## src/rtl/memory_arbiter_if.sv

```systemverilog
// Shared memory port bundle: fetch and data requesters on one side,
// the single-ported memory on the other.
interface memory_arbiter_if #(
   parameter int ADDR_W = 16,
   parameter int DATA_W = 16
);
   logic              if_req;
   logic [ADDR_W-1:0] if_addr;
   logic              d_rd;
   logic              d_wr;
   logic [ADDR_W-1:0] d_addr;
   logic [DATA_W-1:0] d_wdata;
   logic              mem_ready;
   logic [DATA_W-1:0] mem_rdata;
   logic [ADDR_W-1:0] mem_addr;
   logic [DATA_W-1:0] mem_wdata;
   logic              mem_rd;
   logic              mem_wr;
   logic              if_done;
   logic              d_done;
   logic [DATA_W-1:0] rdata;
   logic              stall;
   logic              err;

   modport slave (
      input  if_req, if_addr, d_rd, d_wr, d_addr, d_wdata,
      input  mem_ready, mem_rdata,
      output mem_addr, mem_wdata, mem_rd, mem_wr,
      output if_done, d_done, rdata, stall, err
   );

   modport master (
      output if_req, if_addr, d_rd, d_wr, d_addr, d_wdata,
      output mem_ready, mem_rdata,
      input  mem_addr, mem_wdata, mem_rd, mem_wr,
      input  if_done, d_done, rdata, stall, err
   );
endinterface

```

## src/rtl/memory_arbiter.sv

```systemverilog
// Fetch/data arbiter for one shared memory port: data first,
// bounded fetch starvation, access timeout with sticky error.
module memory_arbiter #(
   parameter int ADDR_W     = 16,
   parameter int DATA_W     = 16,
   parameter int STARVE_MAX = 4,
   parameter int TIMEOUT    = 15
) (
   input  logic             clk,
   input  logic             rst,
   memory_arbiter_if.slave  bus
);
   localparam int SW = $clog2(STARVE_MAX + 1);
   localparam int TW = $clog2(TIMEOUT + 1);

   typedef enum logic [1:0] {IDLE, ACC_IF, ACC_D, DONE} state_t;

   state_t            state, nextState;
   logic [SW-1:0]     starveCnt, starveNext;
   logic [TW-1:0]     toCnt, toNext;
   logic [ADDR_W-1:0] addrQ, addrNext;
   logic [DATA_W-1:0] wdataQ, wdataNext;
   logic [DATA_W-1:0] rdataQ, rdataNext;
   logic              isWr, isWrNext;
   logic              gntD, gntDNext;
   logic              errQ, errNext;
   logic              dReq, starved, inAcc;

   assign dReq    = bus.d_rd | bus.d_wr;
   assign starved = bus.if_req && (starveCnt == SW'(STARVE_MAX));
   assign inAcc   = (state == ACC_IF) || (state == ACC_D);

   always_ff @(posedge clk) begin
      if (rst) begin
         state     <= IDLE;
         starveCnt <= '0;
         toCnt     <= '0;
         addrQ     <= '0;
         wdataQ    <= '0;
         rdataQ    <= '0;
         isWr      <= 1'b0;
         gntD      <= 1'b0;
         errQ      <= 1'b0;
      end else begin
         state     <= nextState;
         starveCnt <= starveNext;
         toCnt     <= toNext;
         addrQ     <= addrNext;
         wdataQ    <= wdataNext;
         rdataQ    <= rdataNext;
         isWr      <= isWrNext;
         gntD      <= gntDNext;
         errQ      <= errNext;
      end
   end

   always_comb begin
      nextState  = state;
      starveNext = starveCnt;
      toNext     = toCnt;
      addrNext   = addrQ;
      wdataNext  = wdataQ;
      rdataNext  = rdataQ;
      isWrNext   = isWr;
      gntDNext   = gntD;
      errNext    = errQ;
      unique case (state)
         IDLE: begin
            toNext = '0;
            if (!bus.if_req) starveNext = '0;
            if (dReq && !starved) begin
               nextState = ACC_D;
               gntDNext  = 1'b1;
               addrNext  = bus.d_addr;
               wdataNext = bus.d_wdata;
               // a read+write collision is served as a write
               isWrNext  = bus.d_wr;
               if (bus.d_rd && bus.d_wr) errNext = 1'b1;
               if (bus.if_req) starveNext = starveCnt + 1'b1;
            end else if (bus.if_req) begin
               nextState  = ACC_IF;
               gntDNext   = 1'b0;
               addrNext   = bus.if_addr;
               wdataNext  = '0;
               isWrNext   = 1'b0;
               starveNext = '0;
            end
         end
         ACC_IF, ACC_D: begin
            if (bus.mem_ready) begin
               nextState = DONE;
               if (!isWr) rdataNext = bus.mem_rdata;
            end else if (toCnt == TW'(TIMEOUT - 1)) begin
               nextState = DONE;
               errNext   = 1'b1;
               rdataNext = '0;
            end else begin
               toNext = toCnt + 1'b1;
            end
         end
         DONE: nextState = IDLE;
         default: nextState = IDLE;
      endcase
   end

   assign bus.mem_rd    = inAcc & ~isWr;
   assign bus.mem_wr    = inAcc & isWr;
   assign bus.mem_addr  = inAcc ? addrQ : '0;
   assign bus.mem_wdata = inAcc ? wdataQ : '0;
   assign bus.if_done   = (state == DONE) & ~gntD;
   assign bus.d_done    = (state == DONE) & gntD;
   assign bus.rdata     = rdataQ;
   assign bus.err       = errQ;
   assign bus.stall     = dReq & ~bus.d_done;
endmodule

```

## src/flat_wrapper.sv

```systemverilog
// flat-port wrapper written by rule: the top's interface ports become plain ports
module memory_arbiter_flat 
#(
   parameter int ADDR_W     = 16,
   parameter int DATA_W     = 16,
   parameter int STARVE_MAX = 4,
   parameter int TIMEOUT    = 15
)
  (clk, rst, bus_if_req, bus_if_addr, bus_d_rd, bus_d_wr, bus_d_addr, bus_d_wdata, bus_mem_ready, bus_mem_rdata, bus_mem_addr, bus_mem_wdata, bus_mem_rd, bus_mem_wr, bus_if_done, bus_d_done, bus_rdata, bus_stall, bus_err);
  memory_arbiter_if #(.ADDR_W(ADDR_W), .DATA_W(DATA_W)) bus_i ();
  input  logic clk;
  input  logic rst;
  input wire logic [$bits(bus_i.if_req)-1:0] bus_if_req;
  input wire logic [$bits(bus_i.if_addr)-1:0] bus_if_addr;
  input wire logic [$bits(bus_i.d_rd)-1:0] bus_d_rd;
  input wire logic [$bits(bus_i.d_wr)-1:0] bus_d_wr;
  input wire logic [$bits(bus_i.d_addr)-1:0] bus_d_addr;
  input wire logic [$bits(bus_i.d_wdata)-1:0] bus_d_wdata;
  input wire logic [$bits(bus_i.mem_ready)-1:0] bus_mem_ready;
  input wire logic [$bits(bus_i.mem_rdata)-1:0] bus_mem_rdata;
  output wire logic [$bits(bus_i.mem_addr)-1:0] bus_mem_addr;
  output wire logic [$bits(bus_i.mem_wdata)-1:0] bus_mem_wdata;
  output wire logic [$bits(bus_i.mem_rd)-1:0] bus_mem_rd;
  output wire logic [$bits(bus_i.mem_wr)-1:0] bus_mem_wr;
  output wire logic [$bits(bus_i.if_done)-1:0] bus_if_done;
  output wire logic [$bits(bus_i.d_done)-1:0] bus_d_done;
  output wire logic [$bits(bus_i.rdata)-1:0] bus_rdata;
  output wire logic [$bits(bus_i.stall)-1:0] bus_stall;
  output wire logic [$bits(bus_i.err)-1:0] bus_err;
  assign bus_i.if_req = bus_if_req;
  assign bus_i.if_addr = bus_if_addr;
  assign bus_i.d_rd = bus_d_rd;
  assign bus_i.d_wr = bus_d_wr;
  assign bus_i.d_addr = bus_d_addr;
  assign bus_i.d_wdata = bus_d_wdata;
  assign bus_i.mem_ready = bus_mem_ready;
  assign bus_i.mem_rdata = bus_mem_rdata;
  assign bus_mem_addr = bus_i.mem_addr;
  assign bus_mem_wdata = bus_i.mem_wdata;
  assign bus_mem_rd = bus_i.mem_rd;
  assign bus_mem_wr = bus_i.mem_wr;
  assign bus_if_done = bus_i.if_done;
  assign bus_d_done = bus_i.d_done;
  assign bus_rdata = bus_i.rdata;
  assign bus_stall = bus_i.stall;
  assign bus_err = bus_i.err;
  memory_arbiter #(.ADDR_W(ADDR_W), .DATA_W(DATA_W), .STARVE_MAX(STARVE_MAX), .TIMEOUT(TIMEOUT)) u_core (.clk(clk), .rst(rst), .bus(bus_i));
endmodule
```

## config.mk

```make
export PLATFORM = sky130hd
export DESIGN_NAME = memory_arbiter_flat
export DESIGN_NICKNAME = d
export VERILOG_FILES = /design/src/rtl/memory_arbiter_if.sv /design/src/rtl/memory_arbiter.sv /design/src/flat_wrapper.sv
export SDC_FILE = /design/constraint.sdc
export NUM_CORES = 1
export LEC_CHECK = 0
export CAP_MARGIN = 10
export CORE_MARGIN = 4
export CORE_UTILIZATION = 39
export CTS_CLUSTER_SIZE = 28
export DETAILED_ROUTE_END_ITERATION = 10
export PLACE_DENSITY_LB_ADDON = 0.08
export SLEW_MARGIN = 20
export SYNTH_ARGS = -nofsm -noshare
export SYNTH_HDL_FRONTEND = slang
export SYNTH_SLANG_ARGS = --single-unit
```

## constraint.sdc

```tcl
create_clock -name clk -period 1.8 [get_ports clk]
set_input_delay 0.27 -clock clk [delete_from_list [all_inputs] [get_ports clk]]
set_output_delay 0.27 -clock clk [all_outputs]
set_load 0.01 [all_outputs]
```

==> impl_results.md <==
- Outcome: finished clean
- Largest net degree at the start of global routing: 44
- Mapped cell area: 0.00309 sq mm
- Pwr dens: 1660 mW/mm^2
- Share of the clock period used by the worst path: 99.7%
- Crit Path Class: flop to primary output
- Sequential area share after synthesis: 38.9%
- Total negative slack: 0 ns
- Worst path required time: 1.53 ns
- Max Clk Rate: 557 MHz
- Nets: 569
- FF+latch count, synth: 60
- Number of global-route vias before repair: 3122
- Total track usage: 19.3%
- Synthesized instance count: 364
- GRT Residual Overflow: 0
- Peak VDD IR: 0.698 mV
- R2R Path Start: u_core.state[0]
- Chip Width: 97.0 um
- IO Pins: 124
- Measured slew at the worst slew-check pin: 0.547 ns
- Compound-cell area share of the yosys netlist: 23.8%
- Post-Layout Cell Count: 600
- TritonCTS clock tree: yes
- PortBufs: 123
- DRC Markers: 0
- Placement row count: 32
- Max-Cap Viols: 0
- Tmin final: 1.79 ns
- Buf+Inv Stages, Crit Path: 4
- Crit-path max FO: 6
- Setup crit end kind: primary output
- CTS Root Cell: clkbuf_8
- Slew HR: 63.6%
- Core area: 0.00773 sq mm
- Worst min-delay path class: input port to flop
- Routability cong.: 0.800
- Critical Path Start: u_core.state[0]
- Hold Vio Cnt, Final: 0
- Area of the die: 0.00940 sq mm
- Xor/xnor share of the synthesized area: 0%
- Slowest CP cell: dfxtp_2
- Routed vias/inst: 5.18
- Worst path top cell family by delay: buffers and inverters
- Number of antenna diodes: 0
- Final setup fails: 0
- Die Ht: 97.0 um
- CP Data Arrival Time: 1.52 ns
- Mux cell area share after synthesis: 0%
- Largest family of logic cells by synthesized area: simple AND/OR/NAND/NOR gates
- Post-synthesis adder-cell area fraction: 2.43%
- Antenna-violating nets left: 0
- Simple-gate share of the synthesized area: 25.8%
- H-tree levels: 3
- Critical path depth: 6
- Crit path launch type: flop
- Max Root-Sink Buffers: 2
- Most common cell after layout, fill and taps aside: clkdlybuf4s50_1
- Num CTS Buffers: 9
- Flop-to-flop setup slack: 0.06 ns
- CP cell instances: inv_2 -> ha_4 -> buf_12 -> clkbuf_16 -> and2_4 -> buf_6
- Detailed Route WL: 9.40 mm
- Unrepaired setup endpoints after global routing: yes
- Total number of yosys warnings: 0
- First drt pass iteration count: 4
- Initial Util: 39.9%
- Clock Sinks: 60
- Dpl hpwl: 6.02 mm
- Reg2Reg Depth: 9
- CP max stage delay: 0.34 ns
- Worst skew pair latency: 0.33 ns
- Most frequent cells in the layout: 85 x clkdlybuf4s50_1, 58 x dfxtp_1, 36 x a21oi_1, 35 x nor2_1, 34 x nand3_1
- Routed length per instance: 15.7 um
- Placed Instances: 572
- Clk_skew: 0.00700 ns
- Post-Syn Area per Cell: 8.48 sq um
- CP endpoint: bus_mem_addr[0]
- DR vias: 3110
- Fin. max-slew vios: 0
- Unique masters post-synth: 43
- P_leak: 1.98 nW
- Initial antenna violation count: 0
- Syn nets: 440
- FF-to-FF End: u_core.toCnt[1]
- Clk slew on worst S/H paths: 0.06 ns
- 1st-iter DRT viols: 107
- Synth-to-layout area growth: 60.9%
- Global-route wire length before repair: 15.2 mm
- Share of layout cells above drive strength 1: 26.7%
[worst reg2reg max path, delay by kind of cell, from the launching register on]
kind                       cells  cell delay [ns]
adders and majority gates      1             0.29
DFF                            1             0.34
buffers and inverters          5             0.54
AOI/OAI and AO/OA              1             0.14
and+or+nand+nor                2             0.38
[area by class of cell]
cell class,count,area [sq um]
Clock buffer,11,141
Clock inverter,5,75.1
Fill cell,652,2760
Inverter,8,30.0
Multi-Input combinational cell,257,1710
Sequential cell,60,1200
Tap cell,102,128
Timing Repair Buffer,157,1680
[routing by layer]
metal,wire (um),global-route usage [%],vias to the layer above
met5,0,0,-
met4,86,4.86,0
met3,618,6.20,10
met2,4540,31.5,88
met1,4160,24.8,1449
li1,-,-,1563
[cell usage after synthesis (all sizes together)]
master | instances | area share (%)
or2b | 1 | 0.24
and2 | 34 | 6.9
o21ai | 18 | 2.9
or4 | 1 | 0.24
and2b | 3 | 0.73
a32oi | 17 | 4.8
nand2 | 4 | 0.49
nand4 | 2 | 0.41
dfxtp | 60 | 39
a311oi | 18 | 5.5
ha | 6 | 2.4
a221oi | 2 | 0.57
inv | 8 | 0.97
nand3 | 34 | 5.5
nand4b | 2 | 0.57
nand2b | 2 | 0.65
buf | 24 | 6.2
and3 | 2 | 0.41
o31ai | 3 | 1.2
o31a | 1 | 0.57
and3b | 1 | 0.28
o21a | 1 | 0.24
a22oi | 2 | 0.49
nor3 | 2 | 0.32
clkbuf | 15 | 1.9
o211ai | 2 | 0.49
o2bb2ai | 1 | 0.28
nor2b | 17 | 3.4
or3 | 4 | 0.81
a211oi | 2 | 0.49
nor2 | 36 | 4.6
a31oi | 2 | 0.41
or2 | 1 | 0.20
a21oi | 36 | 5.8
[where the power goes]
group,total (mW),internal [mW],switching (mW)
clock network,1.33,0.811,0.516
logic,4.90,2.77,2.13
registers,2.01,1.76,0.258
total,8.24,5.34,2.90
[kinds of logic after synthesis]
group,Yosys count
flip-flops,60
AO/OA/AOI/OAI,105
adder cells (fa/ha/maj),6
AND/OR/NAND/NOR,146
buffers and inverters,47
[repair_timing]
action | CTS | global route
gates cloned | 2 | 2
setup buffers | 3 | 5
hold endpoints to repair | 0 | 0
hold buffers | 0 | 0
gates resized for setup | 168 | 61
pin swaps | 2 | 34
endpoints found under the setup margin | 57 | 39
[state kept, by name (all words and copies together) (netlist names)]
name and count:
u_core.gntD 1, u_core.bus.rdata 16, u_core.isWr 1, u_core.state 2, u_core.wdataQ 16, u_core.starveCnt 3, u_core.bus.err 1, u_core.toCnt 4
u_core.addrQ 16
[worst min-delay path by stage]
stage                              start                    to  cells after the start
CTS                                  rst  u_core.bus.rdata[14]                      2
detailed placement  u_core.bus.rdata[14]  u_core.bus.rdata[14]                      2
finish                               rst  u_core.bus.rdata[14]                      2
global placement     u_core.bus.rdata[5]   u_core.bus.rdata[5]                      2
floorplan                 bus_d_wdata[0]      u_core.wdataQ[0]                      2
global route                         rst  u_core.bus.rdata[14]                      2
[through the flow]
step           util (%)  hold WS (ns)  instance area, sq um  worst slack, ns  total power [mW]
2_1_floorplan         -         0.435                  3090            0.130              4.09
3_3_place_gp       57.0         0.459                  4410          -0.0411              5.50
3_5_place_dp       57.0         0.464                  4410          -0.0771              5.55
4_1_cts            59.8         0.328                  4620         -0.00753              7.43
5_1_grt            64.3         0.344                  4970          -0.0462              8.75
6_report           64.3         0.341                  4970          0.00626              8.24
Note: power is estimated with default switching activity, not from simulation.
==> patch 1, RTL diff (config.mk and constraints unchanged) <==
Re-encode `state_t` (4 states) as one-hot, 4 bits wide.
--- a/src/rtl/memory_arbiter.sv
+++ b/src/rtl/memory_arbiter.sv
@@ -14,5 +14,5 @@
    localparam int TW = $clog2(TIMEOUT + 1);
 
-   typedef enum logic [1:0] {IDLE, ACC_IF, ACC_D, DONE} state_t;
+   typedef enum logic [3:0] {IDLE = 4'b0001, ACC_IF = 4'b0010, ACC_D = 4'b0100, DONE = 4'b1000} state_t;
 
    state_t            state, nextState;
Check against the original RTL: same outputs for any inputs over 10 cycles, from zero or initial values and one cycle with rst high; not proved beyond that.
==> patch 1 against the original RTL <==
The flow now finishes with violations (setup timing). Register-to-register slack got worse by 0.09 ns. Clock skew rose by 0.0013 ns. Area after synthesis fell by 9.2%. Worst setup slack got worse by 0.037 ns. Final area fell by 3.7%. First-iteration DRC count fell by 18%. Sequential cell count rose by 2. Routed wire length barely moved. Highest routed layer unchanged.
Power is not compared: it rests on default switching activity, and its combinational part moved more than twofold at a synthesized area within 25%.
==> patch 1: results <==
[critical_path]
regToRegStartpoint = "u_core.state[1]"
path_max_fanout = 5
worstPathArrival_ns = 2.10
slowest_stage = "or4b_4"
worst_path_largest_cell_delay_ns = 0.56

[synthesis]
syn_area_um2 = 2800
synth.distinct_cells = 38
synthArstFlopShare = 0
ys_seq_area_frac = 0.443
synth_area_leaders = "dfxtp_1 (44%), and3_1 (7.6%), nand2_1 (7.2%)"
synth_fp_nets = 419
yosysWarnings = 0
synth_commonest_cells = "dfxtp_1 (62), nand2_1 (54), nor2_1 (45)"

[sta]
setup_viol = 10
setup_ws_ns = -0.0305
hold_ws_ns = 0.387
slew_headroom = 0.797
tns_ns = -0.148
finalClockSkew_ns = 0.00831

[grt]
grtUsageTotal = 0.212
grt_pass1_vias = 3060
grt_antenna_before_repair = 0
grt_first_pass_wirelength_um = 14700
grt_max_degree = 63

[placed_design]
io_buffers = 123
hpwl_um = 5920
place_congestion = 0.753
place_ws_ns = -0.0779

[final_layout]
final_nets = 565
diodes = 0
drive_gt1_frac = 0.293

[drt]
firstDrtPassIters = 4
drt-total-wl_um = 9400
via_per_inst = 5.21
dr.first_iter.drc_count = 88

[min_path]
hold_class = "primary input to flip-flop"

[clock_network]
path_clk_slew_ns = 0.07
clock_latency_ns = 0.33
cts_setup_buffers = 5
cts_resized = 169

[power]
power.net_switching_mw = 1.26
vdd_drop_max_uv = 435
p_leak_nw = 2.03
p_clk_mw = 1.37

[status]
violations = "setup timing"
outcome = "finished, violations left"
[patch 1: cell types whose count changed in the layout (fill, tap and decap cells not counted), sizes merged, moves of 16 or more]
cell and change:
and3 +32, nand2 +50, and2 -32, a32oi -16
[patch 1: per-layer routing]
metal  up-vias  wire length [µm]  part of all wire  global-route usage
met5         -                 0                 0                   0
met4         0                81            0.0086              0.0733
met3         6               657             0.070              0.0552
met2       104              4600              0.49               0.347
met1      1455              4060              0.43               0.269
li1       1512                 -                 -                   -
[patch 1: metrics by stage]
step | instances | util | cell area (µm²)
after floorplan | 345 | - | 2800
after detailed placement | 565 | 0.629 | 4320
after CTS | 589 | 0.670 | 4600
final | 591 | 0.696 | 4780
after global routing | 591 | 0.696 | 4780
after global placement | 565 | 0.629 | 4320
[patch 1: path summary, 6_finish.rpt]
check | depth (start not counted) | endpoint
worst max register to register | 7 | u_core.wdataQ[10]
worst min register to register | 2 | u_core.bus.rdata[15]
worst min-delay path | 3 | u_core.wdataQ[9]
worst max-delay path | 7 | u_core.wdataQ[10]
[patch 1: critical path, delay by kind of cell (launching register included)]
kind	cells	cell delay [ns]
AO/OA/AOI/OAI	1	0.09
flip-flops	1	0.37
buffers and inverters	3	0.41
AND/OR/NAND/NOR	3	0.90
[patch 1: cell families after synthesis]
group	synth area share
AOI/OAI and AO/OA	0.174
xor gates and xnor gates	0.00313
adders and majority gates	0.0179
buffers and inverters	0.0527
DFF	0.443
muxes	0.0116
and+or+nand+nor	0.298
[patch 1: area by class of cell]
cell class	instances	area [µm²]
multi-input combinational	249	1620
timing repair buffer	165	1560
tap	96	120
fill	574	2090
inverter	4	15.0
sequential	62	1250
clock inverter	4	70.1
clock buffer	11	151
==> patch 2, RTL diff (config.mk and constraints unchanged) <==
Without the edit above. `TIMEOUT` is set to 15 in 2 places; all go to 30.
--- a/src/rtl/memory_arbiter.sv
+++ b/src/rtl/memory_arbiter.sv
@@ -5,5 +5,5 @@
    parameter int DATA_W     = 16,
    parameter int STARVE_MAX = 4,
-   parameter int TIMEOUT    = 15
+   parameter int TIMEOUT    = 30
 ) (
    input  logic             clk,
--- a/src/flat_wrapper.sv
+++ b/src/flat_wrapper.sv
@@ -5,5 +5,5 @@
    parameter int DATA_W     = 16,
    parameter int STARVE_MAX = 4,
-   parameter int TIMEOUT    = 15
+   parameter int TIMEOUT    = 30
 )
   (clk, rst, bus_if_req, bus_if_addr, bus_d_rd, bus_d_wr, bus_d_addr, bus_d_wdata, bus_mem_ready, bus_mem_rdata, bus_mem_addr, bus_mem_wdata, bus_mem_rd, bus_mem_wr, bus_if_done, bus_d_done, bus_rdata, bus_stall, bus_err);
Formal check against the unedited RTL: same outputs for any inputs over 10 cycles, from zero or initial values and one cycle with rst high; that may be too few to reach the edited logic, so the function may still have changed.
==> patch 2 against the original RTL <==
Sequential cell count up 1. Largest power group unchanged. Area after synthesis down 3.3%. Final area down 5.5%. Fmax up 0.30%. Total power down 15%. Synthesized cell count down 9.6%. Routed wire length down 9.0%. Highest routed layer unchanged. Critical path type unchanged. Worst setup slack better by 0.0055 ns. Critical endpoint is now bus_mem_wdata[7]. Die area down 3.0%. Cell count down 4.5%. Critical path depth unchanged.
==> patch 2: results <==
[power]
combinationalPower_mw = 3.87
p_leak_nw = 1.91
power.net_switching_mw = 2.58
powerDensity_nw_per_um2 = 1500
vdd_drop_max_uv = 643

[drt]
wl_met2_um = 4320
dr_wl_met3_um = 580
wl_met1_um = 3560
routedWlPerCell_um = 14.9
via_per_inst = 4.95
firstDrtPassIters = 5
dr.first_iter.drc_count = 72

[final_layout]
drive_gt1_frac = 0.300
fillers = 611
final_nets = 545

[critical_path]
timing.rr.end = "u_core.toCnt[4]"
rr_worst_depth = 6

[synthesis]
synth_commonest_cells = "dfxtp_1 (61), nor2_1 (50), nand2_1 (40)"
ys_seq_area_frac = 0.409
synth_area_leaders = "dfxtp_1 (41%), a311oi_2 (8.0%), and2_1 (7.5%)"

[status]
outcome = "finished clean"

[grt]
grt.met3_usage = 0.0481
grt_use_met2 = 0.339
grt_first_pass_wirelength_um = 13600
grt_pass1_vias = 2754

[sta]
hold_ws_ns = 0.266
fin_crit_sh = 0.993
finalClockSkew_ns = 0.00655
slew_headroom = 0.798

[placed_design]
place_area_um2 = 4440
place_ws_ns = -0.0692

[min_path]
hold_end = "u_core.isWr"
[patch 2: cell count changes in the layout (fill, tap and decap cells not counted), moves of 16 or more]
cell     before  now
nand2_1       4   40
a21oi_1      36    5
nand3_1      34    9
a22oi_1       2   24
and2_1        2   22
and2_4       32   13
buf_2         5   23
buf_6        33   15
a32oi_1      17    1
[patch 2: logic make-up after synthesis]
family / synth area share
AOI/OAI and AO/OA: 0.219
xor gates and xnor gates: 0.00293
and+or+nand+nor: 0.278
DFF: 0.409
buffers and inverters: 0.0591
muxes: 0.00712
adders and majority gates: 0.0251
[patch 2: how the worst max path moves through the flow]
stage | start | to
after global placement | u_core.state[0] | bus_mem_wdata[2]
after global routing | u_core.state[0] | bus_mem_addr[12]
final | u_core.state[0] | bus_mem_wdata[7]
after CTS | u_core.state[0] | bus_mem_addr[0]
after floorplan | u_core.state[0] | u_core.bus.rdata[10]
after detailed placement | u_core.state[0] | bus_mem_wr
[patch 2: cell type report]
cell class,instances,area share
Inverter,6,0.00480
Clock inverter,5,0.0125
Clock buffer,11,0.0301
Multi-Input combinational cell,238,0.348
Timing Repair Buffer,153,0.318
Tap cell,99,0.0264
Sequential cell,61,0.261
[patch 2: worst max-delay path: stages (launching register included)]
cell and delay (ns):
dfxtp_2 0.34, inv_2 0.05, ha_4 0.31, buf_12 0.13
buf_16 0.11, and2_4 0.13, buf_6 0.09
[patch 2: timing repair]
item                                    4_1_cts  5_1_grt
endpoints found under the setup margin       53       34
cloned                                        2        0
pin swaps                                     2       10
resized for setup                           157       22
setup buffers                                 2        1
[patch 2: metrics by stage]
stage,util,cells
after CTS,0.632,572
final,0.641,573
after global placement,0.606,552
after global routing,0.641,573
after detailed placement,0.606,552
after floorplan,-,329
